$ cat config.mk
export PLATFORM = sky130hd
export DESIGN_NAME = sram_slot_arbiter
export DESIGN_NICKNAME = d
export VERILOG_FILES = /design/src/rtl/sram_slot_arbiter_pkg.sv /design/src/rtl/sram_slot_arbiter_seq.sv /design/src/rtl/sram_slot_arbiter.sv
export SDC_FILE = /design/constraint.sdc
export NUM_CORES = 1
export LEC_CHECK = 0
export BUFFER_PORTS_ARGS = -buffer_cell sky130_fd_sc_hd__buf_4
export CORE_MARGIN = 2
export CORE_UTILIZATION = 45
export DETAILED_ROUTE_END_ITERATION = 10
export PLACE_DENSITY = 0.88
export SLEW_MARGIN = 20
export SYNTH_ARGS = -nofsm -noshare
export SYNTH_HDL_FRONTEND = slang
export SYNTH_SLANG_ARGS = --single-unit
$ cat constraint.sdc
create_clock -name ck16 -period 2.2 [get_ports ck16]
set_input_delay 0.44 -clock ck16 [delete_from_list [all_inputs] [get_ports ck16]]
set_output_delay 0.44 -clock ck16 [all_outputs]
set_load 0.02 [all_outputs]
$ cat src/rtl/sram_slot_arbiter_pkg.sv
// Shared types and constants for the SRAM time-slot arbiter.
// Slot map per 16-cycle frame: 0 video, 1 CPU (DMA fallback), 2 video, 3 DMA (CPU fallback).
package sram_arb_pkg;

    localparam int ADDR_W_DEF = 19;

    typedef enum logic [1:0] {
        OWN_NONE = 2'd0,
        OWN_VID  = 2'd1,
        OWN_CPU  = 2'd2,
        OWN_DMA  = 2'd3
    } owner_e;

    typedef enum logic [1:0] {
        CYC_ADDR   = 2'd0,
        CYC_STROBE = 2'd1,
        CYC_SAMPLE = 2'd2,
        CYC_TURN   = 2'd3
    } slot_cyc_e;

    typedef enum logic [2:0] {
        ST_IDLE   = 3'd0,
        ST_ADDR   = 3'd1,
        ST_STROBE = 3'd2,
        ST_SAMPLE = 3'd3,
        ST_TURN   = 3'd4
    } acc_state_e;

    localparam logic [1:0] SLOT_VID0 = 2'd0;
    localparam logic [1:0] SLOT_CPU  = 2'd1;
    localparam logic [1:0] SLOT_VID1 = 2'd2;
    localparam logic [1:0] SLOT_DMA  = 2'd3;

endpackage

$ cat src/rtl/sram_slot_arbiter_seq.sv
// Frame phase sequencer: 4-bit phase counter locked to slot_sync, plus
// one-hot slot-cycle strobes for the arbiter core.
module sram_slot_seq
    import sram_arb_pkg::*;
(
    input  logic       ck16,
    input  logic       reset,
    input  logic       slot_sync,
    output logic [3:0] ph,
    output logic [1:0] slot,
    output logic       cyc0,
    output logic       cyc1,
    output logic       cyc2,
    output logic       cyc3
);

    logic [3:0] ph_q;
    logic [3:0] ph_d;

    // Advance the phase; a sync pulse makes the following cycle phase 0
    always_comb begin
        ph_d = ph_q + 4'd1;
        if (slot_sync) begin
            ph_d = 4'd0;
        end
    end

    // Phase register
    always_ff @(posedge ck16) begin
        if (reset) begin
            ph_q <= 4'd0;
        end else begin
            ph_q <= ph_d;
        end
    end

    assign ph   = ph_q;
    assign slot = ph_q[3:2];
    assign cyc0 = (ph_q[1:0] == CYC_ADDR);
    assign cyc1 = (ph_q[1:0] == CYC_STROBE);
    assign cyc2 = (ph_q[1:0] == CYC_SAMPLE);
    assign cyc3 = (ph_q[1:0] == CYC_TURN);

endmodule

$ cat src/rtl/sram_slot_arbiter.sv
// Time-slot arbiter for the shared 8-bit SRAM (video / Z80 CPU / DMA).
// Optional feature macro: SRAM_ARB_DMA_EN (DMA port present). When undefined the
// DMA inputs are ignored, dma_ack/dma_rdata stay 0 and slot 3 serves the CPU only.
// All SRAM pins are registered: the owner picked in slot cycle 0 puts address and
// write data on the bus from cycle 1, WE# is low for cycle 1 only, read data is
// captured at the end of cycle 2 and the ack/valid strobe shows in cycle 3.
module sram_slot_arbiter
    import sram_arb_pkg::*;
#(
    parameter int ADDR_W = ADDR_W_DEF
) (
    input  logic              ck16,
    input  logic              reset,
    input  logic              slot_sync,
    input  logic              vid_req,
    input  logic [ADDR_W-1:0] vid_addr,
    output logic [7:0]        vid_data,
    output logic              vid_valid,
    input  logic              cpu_req,
    input  logic              cpu_we,
    input  logic [ADDR_W-1:0] cpu_addr,
    input  logic [7:0]        cpu_wdata,
    output logic [7:0]        cpu_rdata,
    output logic              cpu_ack,
    output logic              cpu_wait,
    input  logic              dma_req,
    input  logic              dma_we,
    input  logic [ADDR_W-1:0] dma_addr,
    input  logic [7:0]        dma_wdata,
    output logic [7:0]        dma_rdata,
    output logic              dma_ack,
    output logic [ADDR_W-1:0] sram_a,
    output logic [7:0]        sram_dq_o,
    output logic              sram_dq_oe,
    input  logic [7:0]        sram_dq_i,
    output logic              sram_we_n
);

    logic [3:0] ph;
    logic [1:0] slot;
    logic       cyc0, cyc1, cyc2, cyc3;
    logic       abort;

    sram_slot_seq u_seq (
        .ck16      (ck16),
        .reset     (reset),
        .slot_sync (slot_sync),
        .ph        (ph),
        .slot      (slot),
        .cyc0      (cyc0),
        .cyc1      (cyc1),
        .cyc2      (cyc2),
        .cyc3      (cyc3)
    );

    // A sync at phase 15 coincides with the natural wrap and must not kill anything
    assign abort = slot_sync & (ph != 4'hF);

    logic              dma_req_i;
    logic              dma_we_i;
    logic [ADDR_W-1:0] dma_addr_i;
    logic [7:0]        dma_wdata_i;

`ifdef SRAM_ARB_DMA_EN
    assign dma_req_i   = dma_req;
    assign dma_we_i    = dma_we;
    assign dma_addr_i  = dma_addr;
    assign dma_wdata_i = dma_wdata;
`else
    logic unused_dma;
    assign unused_dma  = ^{dma_req, dma_we, dma_addr, dma_wdata};
    assign dma_req_i   = 1'b0;
    assign dma_we_i    = 1'b0;
    assign dma_addr_i  = '0;
    assign dma_wdata_i = 8'h00;
`endif

    owner_e            sel;
    logic              sel_we;
    logic [ADDR_W-1:0] sel_addr;
    logic [7:0]        sel_wdata;

    // Owner candidate for the current slot; video slots never fall through to CPU/DMA
    always_comb begin
        sel = OWN_NONE;
        case (slot)
            SLOT_VID0, SLOT_VID1: begin
                if (vid_req) sel = OWN_VID;
            end
            SLOT_CPU: begin
                if (cpu_req)        sel = OWN_CPU;
                else if (dma_req_i) sel = OWN_DMA;
            end
            default: begin
                if (dma_req_i)      sel = OWN_DMA;
                else if (cpu_req)   sel = OWN_CPU;
            end
        endcase
    end

    // Request fields of the candidate owner (video is always a read)
    always_comb begin
        sel_we    = 1'b0;
        sel_addr  = '0;
        sel_wdata = 8'h00;
        case (sel)
            OWN_VID: sel_addr = vid_addr;
            OWN_CPU: begin
                sel_we    = cpu_we;
                sel_addr  = cpu_addr;
                sel_wdata = cpu_wdata;
            end
            OWN_DMA: begin
                sel_we    = dma_we_i;
                sel_addr  = dma_addr_i;
                sel_wdata = dma_wdata_i;
            end
            default: ;
        endcase
    end

    acc_state_e        st_q, st_d;
    owner_e            owner_q, owner_d;
    logic              we_q, we_d;
    logic [ADDR_W-1:0] a_q, a_d;
    logic [7:0]        dq_o_q, dq_o_d;
    logic              dq_oe_q, dq_oe_d;
    logic              we_n_q, we_n_d;
    logic [7:0]        vid_data_q, vid_data_d;
    logic [7:0]        cpu_rdata_q, cpu_rdata_d;
    logic [7:0]        dma_rdata_q, dma_rdata_d;
    logic              vid_valid_q, vid_valid_d;
    logic              cpu_ack_q, cpu_ack_d;
    logic              dma_ack_q, dma_ack_d;

    // State register; phase 0 follows reset, so the FSM restarts in an address cycle
    always_ff @(posedge ck16) begin
        if (reset) begin
            st_q <= ST_ADDR;
        end else begin
            st_q <= st_d;
        end
    end

    // Next state: walk the slot cycles, re-enter ADDR at each slot boundary or after an abort
    always_comb begin
        st_d = ST_IDLE;
        if (abort) begin
            st_d = ST_ADDR;
        end else begin
            case (st_q)
                ST_ADDR:   st_d = (cyc0 && sel != OWN_NONE) ? ST_STROBE : ST_IDLE;
                ST_STROBE: st_d = cyc1 ? ST_SAMPLE : ST_IDLE;
                ST_SAMPLE: st_d = cyc2 ? ST_TURN : ST_IDLE;
                ST_TURN:   st_d = cyc3 ? ST_ADDR : ST_IDLE;
                default:   st_d = cyc3 ? ST_ADDR : ST_IDLE;
            endcase
        end
    end

    // Next values of the registered bus pins, read-data holders and strobes
    always_comb begin
        owner_d     = owner_q;
        we_d        = we_q;
        a_d         = a_q;
        dq_o_d      = dq_o_q;
        dq_oe_d     = dq_oe_q;
        we_n_d      = 1'b1;
        vid_data_d  = vid_data_q;
        cpu_rdata_d = cpu_rdata_q;
        dma_rdata_d = dma_rdata_q;
        vid_valid_d = 1'b0;
        cpu_ack_d   = 1'b0;
        dma_ack_d   = 1'b0;
        if (abort) begin
            owner_d = OWN_NONE;
            dq_oe_d = 1'b0;
        end else begin
            case (st_q)
                ST_ADDR: begin
                    if (cyc0 && sel != OWN_NONE) begin
                        owner_d = sel;
                        we_d    = sel_we;
                        a_d     = sel_addr;
                        dq_oe_d = sel_we;
                        we_n_d  = ~sel_we;
                        if (sel_we) dq_o_d = sel_wdata;
                    end
                end
                ST_SAMPLE: begin
                    if (cyc2) begin
                        dq_oe_d = 1'b0;
                        case (owner_q)
                            OWN_VID: begin
                                vid_data_d  = sram_dq_i;
                                vid_valid_d = 1'b1;
                            end
                            OWN_CPU: begin
                                if (!we_q) cpu_rdata_d = sram_dq_i;
                                cpu_ack_d = 1'b1;
                            end
                            OWN_DMA: begin
                                if (!we_q) dma_rdata_d = sram_dq_i;
                                dma_ack_d = 1'b1;
                            end
                            default: ;
                        endcase
                    end
                end
                default: ;
            endcase
        end
    end

    // Output and datapath registers
    always_ff @(posedge ck16) begin
        if (reset) begin
            owner_q     <= OWN_NONE;
            we_q        <= 1'b0;
            a_q         <= '0;
            dq_o_q      <= 8'h00;
            dq_oe_q     <= 1'b0;
            we_n_q      <= 1'b1;
            vid_data_q  <= 8'h00;
            cpu_rdata_q <= 8'h00;
            dma_rdata_q <= 8'h00;
            vid_valid_q <= 1'b0;
            cpu_ack_q   <= 1'b0;
            dma_ack_q   <= 1'b0;
        end else begin
            owner_q     <= owner_d;
            we_q        <= we_d;
            a_q         <= a_d;
            dq_o_q      <= dq_o_d;
            dq_oe_q     <= dq_oe_d;
            we_n_q      <= we_n_d;
            vid_data_q  <= vid_data_d;
            cpu_rdata_q <= cpu_rdata_d;
            dma_rdata_q <= dma_rdata_d;
            vid_valid_q <= vid_valid_d;
            cpu_ack_q   <= cpu_ack_d;
            dma_ack_q   <= dma_ack_d;
        end
    end

    assign sram_a     = a_q;
    assign sram_dq_o  = dq_o_q;
    assign sram_dq_oe = dq_oe_q;
    assign sram_we_n  = we_n_q;
    assign vid_data   = vid_data_q;
    assign vid_valid  = vid_valid_q;
    assign cpu_rdata  = cpu_rdata_q;
    assign cpu_ack    = cpu_ack_q;
    assign cpu_wait   = cpu_req & ~cpu_ack_q;
    assign dma_rdata  = dma_rdata_q;
    assign dma_ack    = dma_ack_q;

endmodule

-- After elaboration in Yosys (flattened, before gate mapping)
Cells that the tools add are included.
Widths: inputs -> output; s select.
- add/subtract/negate cells: 1
- multiply operators: 0
- div/mod/pow operators: 0
- magnitude comparators: 0
- eq/ne operators: 15
- shift-type cells: 0
- muxes and demuxes: 17
- bitwise operators: 10
- reductions and logical operators: 17
- operators by type and width (operator ; number):
    $pmux 19 s2 ; 1
    $eq 2x2->1 const B ; 6
    $reduce_and 5->1 ; 2
    $pmux 3 s3 ; 1
    $mux 1 ; 8
    $mux 2 ; 4
    $mux 8 ; 1
    $not 1->1 ; 8
    $reduce_and 4->1 ; 2
    $reduce_or 4->1 ; 2
    $eq 2x1->1 const B ; 3
    $eq 3x2->1 const B ; 2
    $reduce_and 3->1 ; 2
    $reduce_or 2->1 ; 3
    $add 4x1->4 const B ; 1
    $logic_not 2->1 ; 2
    $ne 2x2->1 const B ; 2
    $ne 4x4->1 const B ; 1
    $reduce_bool 2->1 ; 2
    $eq 3x1->1 const B ; 1
    $mux 3 ; 1
    $and 1x1->1 ; 2
    $pmux 1 s2 ; 1
    $reduce_and 2->1 ; 1
    $logic_and 1x1->1 ; 1
- flip-flop bits (word level): 66
- bits in latches: 0
- RAM bits: 0
- memory bits (read-only): 0
- bits of input ports: 89
- output and inout bits: 57
- logic and storage cells: 74
- memories kept: 0

-- Logic depth before layout (Yosys ltp)
- depth after elaboration: 7
- depth in mapped cells: 7
- depth with buffers taken out: 6

-- Modules after synthesis
A second synthesis with hierarchy kept.
- cell total of the unflattened synthesis: 321
- area, all modules: 3098.0 um^2
- by module, submodules not included (module ; times used ; cells an instance ; area each (um^2) ; seq. area each (um^2)):
    sram_slot_arbiter ; 1 ; 301 ; 2890.3 ; 1241.2
    sram_slot_seq ; 1 ; 20 ; 207.7 ; 80.1

-- Least setup slack after synthesis
No wires, ideal clock.
- kind: register to register
- from: register u_seq.ph_q[0], in the netlist u_seq.ph[0]
- to: register dma_rdata_q[4], in the netlist dma_rdata[4]
- arrival: 1.727 ns
- required time: 2.083 ns
- path slack: 0.356 ns
- stages on the path, launching flop included: 6
- path buffers: 0
- period minus slack after synthesis: 1.844 ns
- cells stage by stage: dfxtp_1 -> ha_1 -> nand3_4 -> a2111oi_4 -> mux2i_1 -> nor2_1
- longest elaborated chain between the ends: 4
- elaborated cells between the ends (all ways): 5
- those cells by class: eq/ne (2); bitwise (2); reduce/logical (1)
- RTL lines (what ; line ; RTL):
    start, declared ; sram_slot_arbiter_seq.sv:17 ; logic [3:0] ph_q;
    start signal, assigned ; sram_slot_arbiter_seq.sv:33 ; ph_q <= ph_d;
    $ne 4x4->1 ; sram_slot_arbiter.sv:57 ; assign abort = slot_sync & (ph != 4'hF);
    $and 1x1->1 ; sram_slot_arbiter.sv:57 ;
    $not 1->1 (no line) ; n/a ;
    $reduce_and 5->1 (no line) (*) ; n/a ;
    end signal, assigned ; sram_slot_arbiter.sv:239 ; dma_rdata_q <= dma_rdata_d;
    end, declared ; sram_slot_arbiter.sv:131 ; logic [7:0] dma_rdata_q, dma_rdata_d;
Every way passes the cells marked *; elsewhere a longest branch is shown, timed or not.
A chain may end at the register's enable or synchronous reset.

-- Worst setup path after layout
- from: register u_seq.ph_q[0], in the netlist u_seq.ph[0]
- to: register cpu_rdata_q[3], in the netlist cpu_rdata[3]
- longest elaborated chain between the ends: 4
- elaborated cells between the ends (all ways): 5
- those cells by class: eq/ne (2); bitwise (2); reduce/logical (1)
- RTL lines (what ; line ; RTL):
    $ne 4x4->1 ; sram_slot_arbiter.sv:57 ;
    $and 1x1->1 ; sram_slot_arbiter.sv:57 ;
    $not 1->1 (no line) ; n/a ;
    $reduce_and 5->1 (no line) (*) ; n/a ;
    end signal, assigned ; sram_slot_arbiter.sv:238 ; cpu_rdata_q <= cpu_rdata_d;
    end, declared ; sram_slot_arbiter.sv:130 ; logic [7:0] cpu_rdata_q, cpu_rdata_d;
Marks and branches as above.

==> flow_summary.ini <==
[detailed_routing]
drc = 0
postRouteAntennaNets = 0
vias = 2457
wl_per_cell_um = 14.3
drt_iter0_drc = 96
routed_via_density = 5.17
wirelength_um = 6820
firstDrtPassIters = 4

[run_status]
run_status = finished clean

[pwr]
sequentialPowerShare_pct = 48.8
powerDensity_nw_per_um2 = 654
pwr-share-clk_pct = 40.0
leakage_nw = 1.72
combPwrFrac_pct = 11.2
ir_drop_mv = 0.469
internal-power_mw = 1.95
p_sw_mw = 0.589
swShare_pct = 23.2

[setup_path]
critPathMaxFanout = 8
reg2reg_to = cpu_rdata[3]$_SDFFE_PP0P_
slowest_delay_ns = 0.66
critPathTopFamily = compound AO/OA/AOI/OAI gates
critical_path_class = register to register
r2r_setup_slack_ns = 0.20
worst-endpoint-arrival_ns = 2.20
reg2regPathDepth = 5
r2r_start = u_seq.ph[0]$_SDFF_PP0_
slowest_stage = a2111o_1
cp_cell_sequence = ha_1 -> nand3_4 -> a2111o_1 -> mux2i_1 -> nor2_1
endpoint_kind = register
critPathBufInv = 0
cp.required_ns = 2.40
start_kind = register

[final_layout]
areaGrowthSynthToFinish_pct = 38.8
diodes = 0
fin_nets = 488
nFillCells = 497
stdcell_area_sq_um = 3880
drive_gt1_share_pct = 35.0

[clock_network]
ctsLongestPathBuffers = 2
cts_tree = yes
root_buffer = clkbuf_8
cts_hold_buf = 0
clkSlewWorstSetupHoldPaths_ns = 0.07
cts_sinks = 66
cts_max_level = 3
cts_setup_buffers = 0
clock_latency_ns = 0.34
cts-buffers-inserted = 9
ctsResizeCount = 0

[job]
drv_cap = 0

[placement]
dpl.hpwl_um = 4850
dp_slack_ns = 0.193
port_buffers = 116
gp_congestion = 0.832
place_area_sq_um = 3690

[floorplan]
start_util_pct = 47.0
rows = 28
die-height_um = 82.9
ios = 146
die_w_um = 82.9
core_area_sq_um = 5960
dieArea_sq_um = 6860

[logic_synthesis]
syn_avg_cell_area_sq_um = 9.85
synth_nets = 377
yosys_warnings = 0
seq_area_frac_synth_pct = 47.2
synth_cell_types = 33
synth-seq-cells = 66
syn_area_sq_um = 2800
synthCells = 284

[timing]
rsz0062_at_grt = no
finalSetupViolations = 0
final_hold_viol_count = 0
final.setup_skew_ns = 0.00876
worstMarginPinSlew_ns = 0.795
maxSlewViolCount = 0
period_needed_ns = 2.00
setup-tns-final_ns = 0
fin_crit_sh_pct = 90.8
setup_ws_ns = 0.202
maxSlewHeadroom_pct = 46.9
fmax_mhz = 501

[min_path]
hold_path.class = input port to register
hp-start = sram_dq_i[5]
hold_depth = 3
hold_end = cpu_rdata[5]$_SDFFE_PP0P_

[global_route]
grt_pass1_vias = 2388
grt_pass1_wl_um = 11300
grt_max_degree = 66
overflow = 0
antenna_found_initial = 0
grtUsageTotal_pct = 20.2
==> cell usage in the layout (no fill, tap or decap), types with 2 or more instances in the layout <==
cell	n
clkbuf_8	11
clkbuf_1	3
nand3_1	3
nor3b_1	2
a21oi_1	3
nand2_1	8
nand2b_1	18
buf_4	121
a211oi_1	20
nor2b_1	2
nor2_1	55
a22oi_1	12
nor3_1	4
inv_1	6
mux2i_1	34
dfxtp_1	66
nor4_1	3
ha_1	4
a2111oi_4	2
a31oi_1	7
==> logic make-up (layout without fill, tap and decap cells) <==
family,Yosys count,count (layout),share of synthesized area (%)
multiplexers,34,34,12.2
buffers and inverters,28,144,6.04
adder cells (fa/ha/maj),4,4,1.79
AO/OA/AOI/OAI,50,50,14.4
AND/OR/NAND/NOR,100,100,17.7
XOR/XNOR,2,2,0.626
flip-flops,66,66,47.2
==> area by class of cell <==
type / count / area [sq um] / share of cell area [%]
sequential: 66 / 1320 / 34.0
multi-input combinational: 190 / 1320 / 34.0
timing repair buffer: 122 / 928 / 23.9
clock buffer: 14 / 163 / 4.19
tap: 75 / 93.8 / 2.42
clock inverter: 2 / 35.0 / 0.902
inverter: 6 / 22.5 / 0.580
==> sequential cells by signal, summed over array words and instances (netlist names) <==
name	count
sram_a	19
cpu_rdata	8
dma_rdata	8
sram_dq_o	8
vid_data	8
u_seq.ph	4
st_q	3
owner_q	2
cpu_ack	1
dma_ack	1
sram_dq_oe	1
sram_we_n	1
vid_valid	1
we_q	1
==> power groups by stage <==
stage          logic, mW  registers, mW  clock network [mW]
2_1_floorplan      0.120           1.29                   0
3_3_place_gp       0.277           1.26                   0
3_5_place_dp       0.285           1.27                   0
4_1_cts            0.286           1.24                1.05
5_1_grt            0.311           1.24                1.09
6_report           0.285           1.24                1.02
==> cell usage after synthesis, drive strengths merged <==
master / n / share of area [%]
dfxtp: 66 / 47
nor2: 55 / 7.4
mux2i: 34 / 12
a211oi: 21 / 5.6
nand2b: 18 / 4.0
clkbuf: 13 / 3.2
a22oi: 12 / 3.2
buf: 9 / 2.1
nand2: 8 / 1.1
a31oi: 7 / 1.6
inv: 6 / 0.80
ha: 4 / 1.8
nand3: 4 / 1.2
nor3: 4 / 0.72
a21oi: 3 / 0.54
nor4: 3 / 0.67
a2111oi: 2 / 2.0
nor2b: 2 / 0.45
nor3b: 2 / 0.54
a2111o: 1 / 0.40
a21o: 1 / 0.27
a221o: 1 / 0.36
and2: 1 / 0.22
nand4b: 1 / 0.85
nand4bb: 1 / 0.40
o211ai: 1 / 0.27
o22ai: 1 / 0.22
or2: 1 / 0.22
xnor2: 1 / 0.31
xor2: 1 / 0.31
==> how the worst max path moves through the flow <==
stage | startpoint | to | cells after the start
floorplan | u_seq.ph[0]$_SDFF_PP0_ | dma_rdata[4]$_SDFFE_PP0P_ | 5
global placement | u_seq.ph[0]$_SDFF_PP0_ | cpu_rdata[4]$_SDFFE_PP0P_ | 5
detailed placement | u_seq.ph[0]$_SDFF_PP0_ | cpu_rdata[3]$_SDFFE_PP0P_ | 5
CTS | u_seq.ph[0]$_SDFF_PP0_ | cpu_rdata[3]$_SDFFE_PP0P_ | 5
global route | u_seq.ph[0]$_SDFF_PP0_ | sram_a[17]$_SDFFE_PP0P_ | 6
finish | u_seq.ph[0]$_SDFF_PP0_ | cpu_rdata[3]$_SDFFE_PP0P_ | 5
==> stage by stage <==
stage | hold slack, ns | instances | util [%] | total power [mW]
finish | 0.349 | 475 | 65.2 | 2.54
global route | 0.343 | 475 | 65.2 | 2.64
CTS | 0.332 | 475 | 65.2 | 2.57
detailed placement | 0.465 | 459 | 61.9 | 1.55
global placement | 0.455 | 459 | 61.9 | 1.54
floorplan | 0.442 | 284 | - | 1.41
==> tightest hold or removal path, cell delays in order <==
cell and delay (ns):
buf_4 0.09, mux2i_1 0.05, nor2_1 0.07
==> per-layer routing <==
metal | vias up | GRT usage (%) | wire length (um)
met4 | 0 | 7.15 | 88
met1 | 1132 | 23.1 | 2810
met5 | - | 0 | 0
met3 | 8 | 8.25 | 563
li1 | 1213 | - | -
met2 | 104 | 33.9 | 3350
No activity file was read; power rests on OpenSTA's default activity.
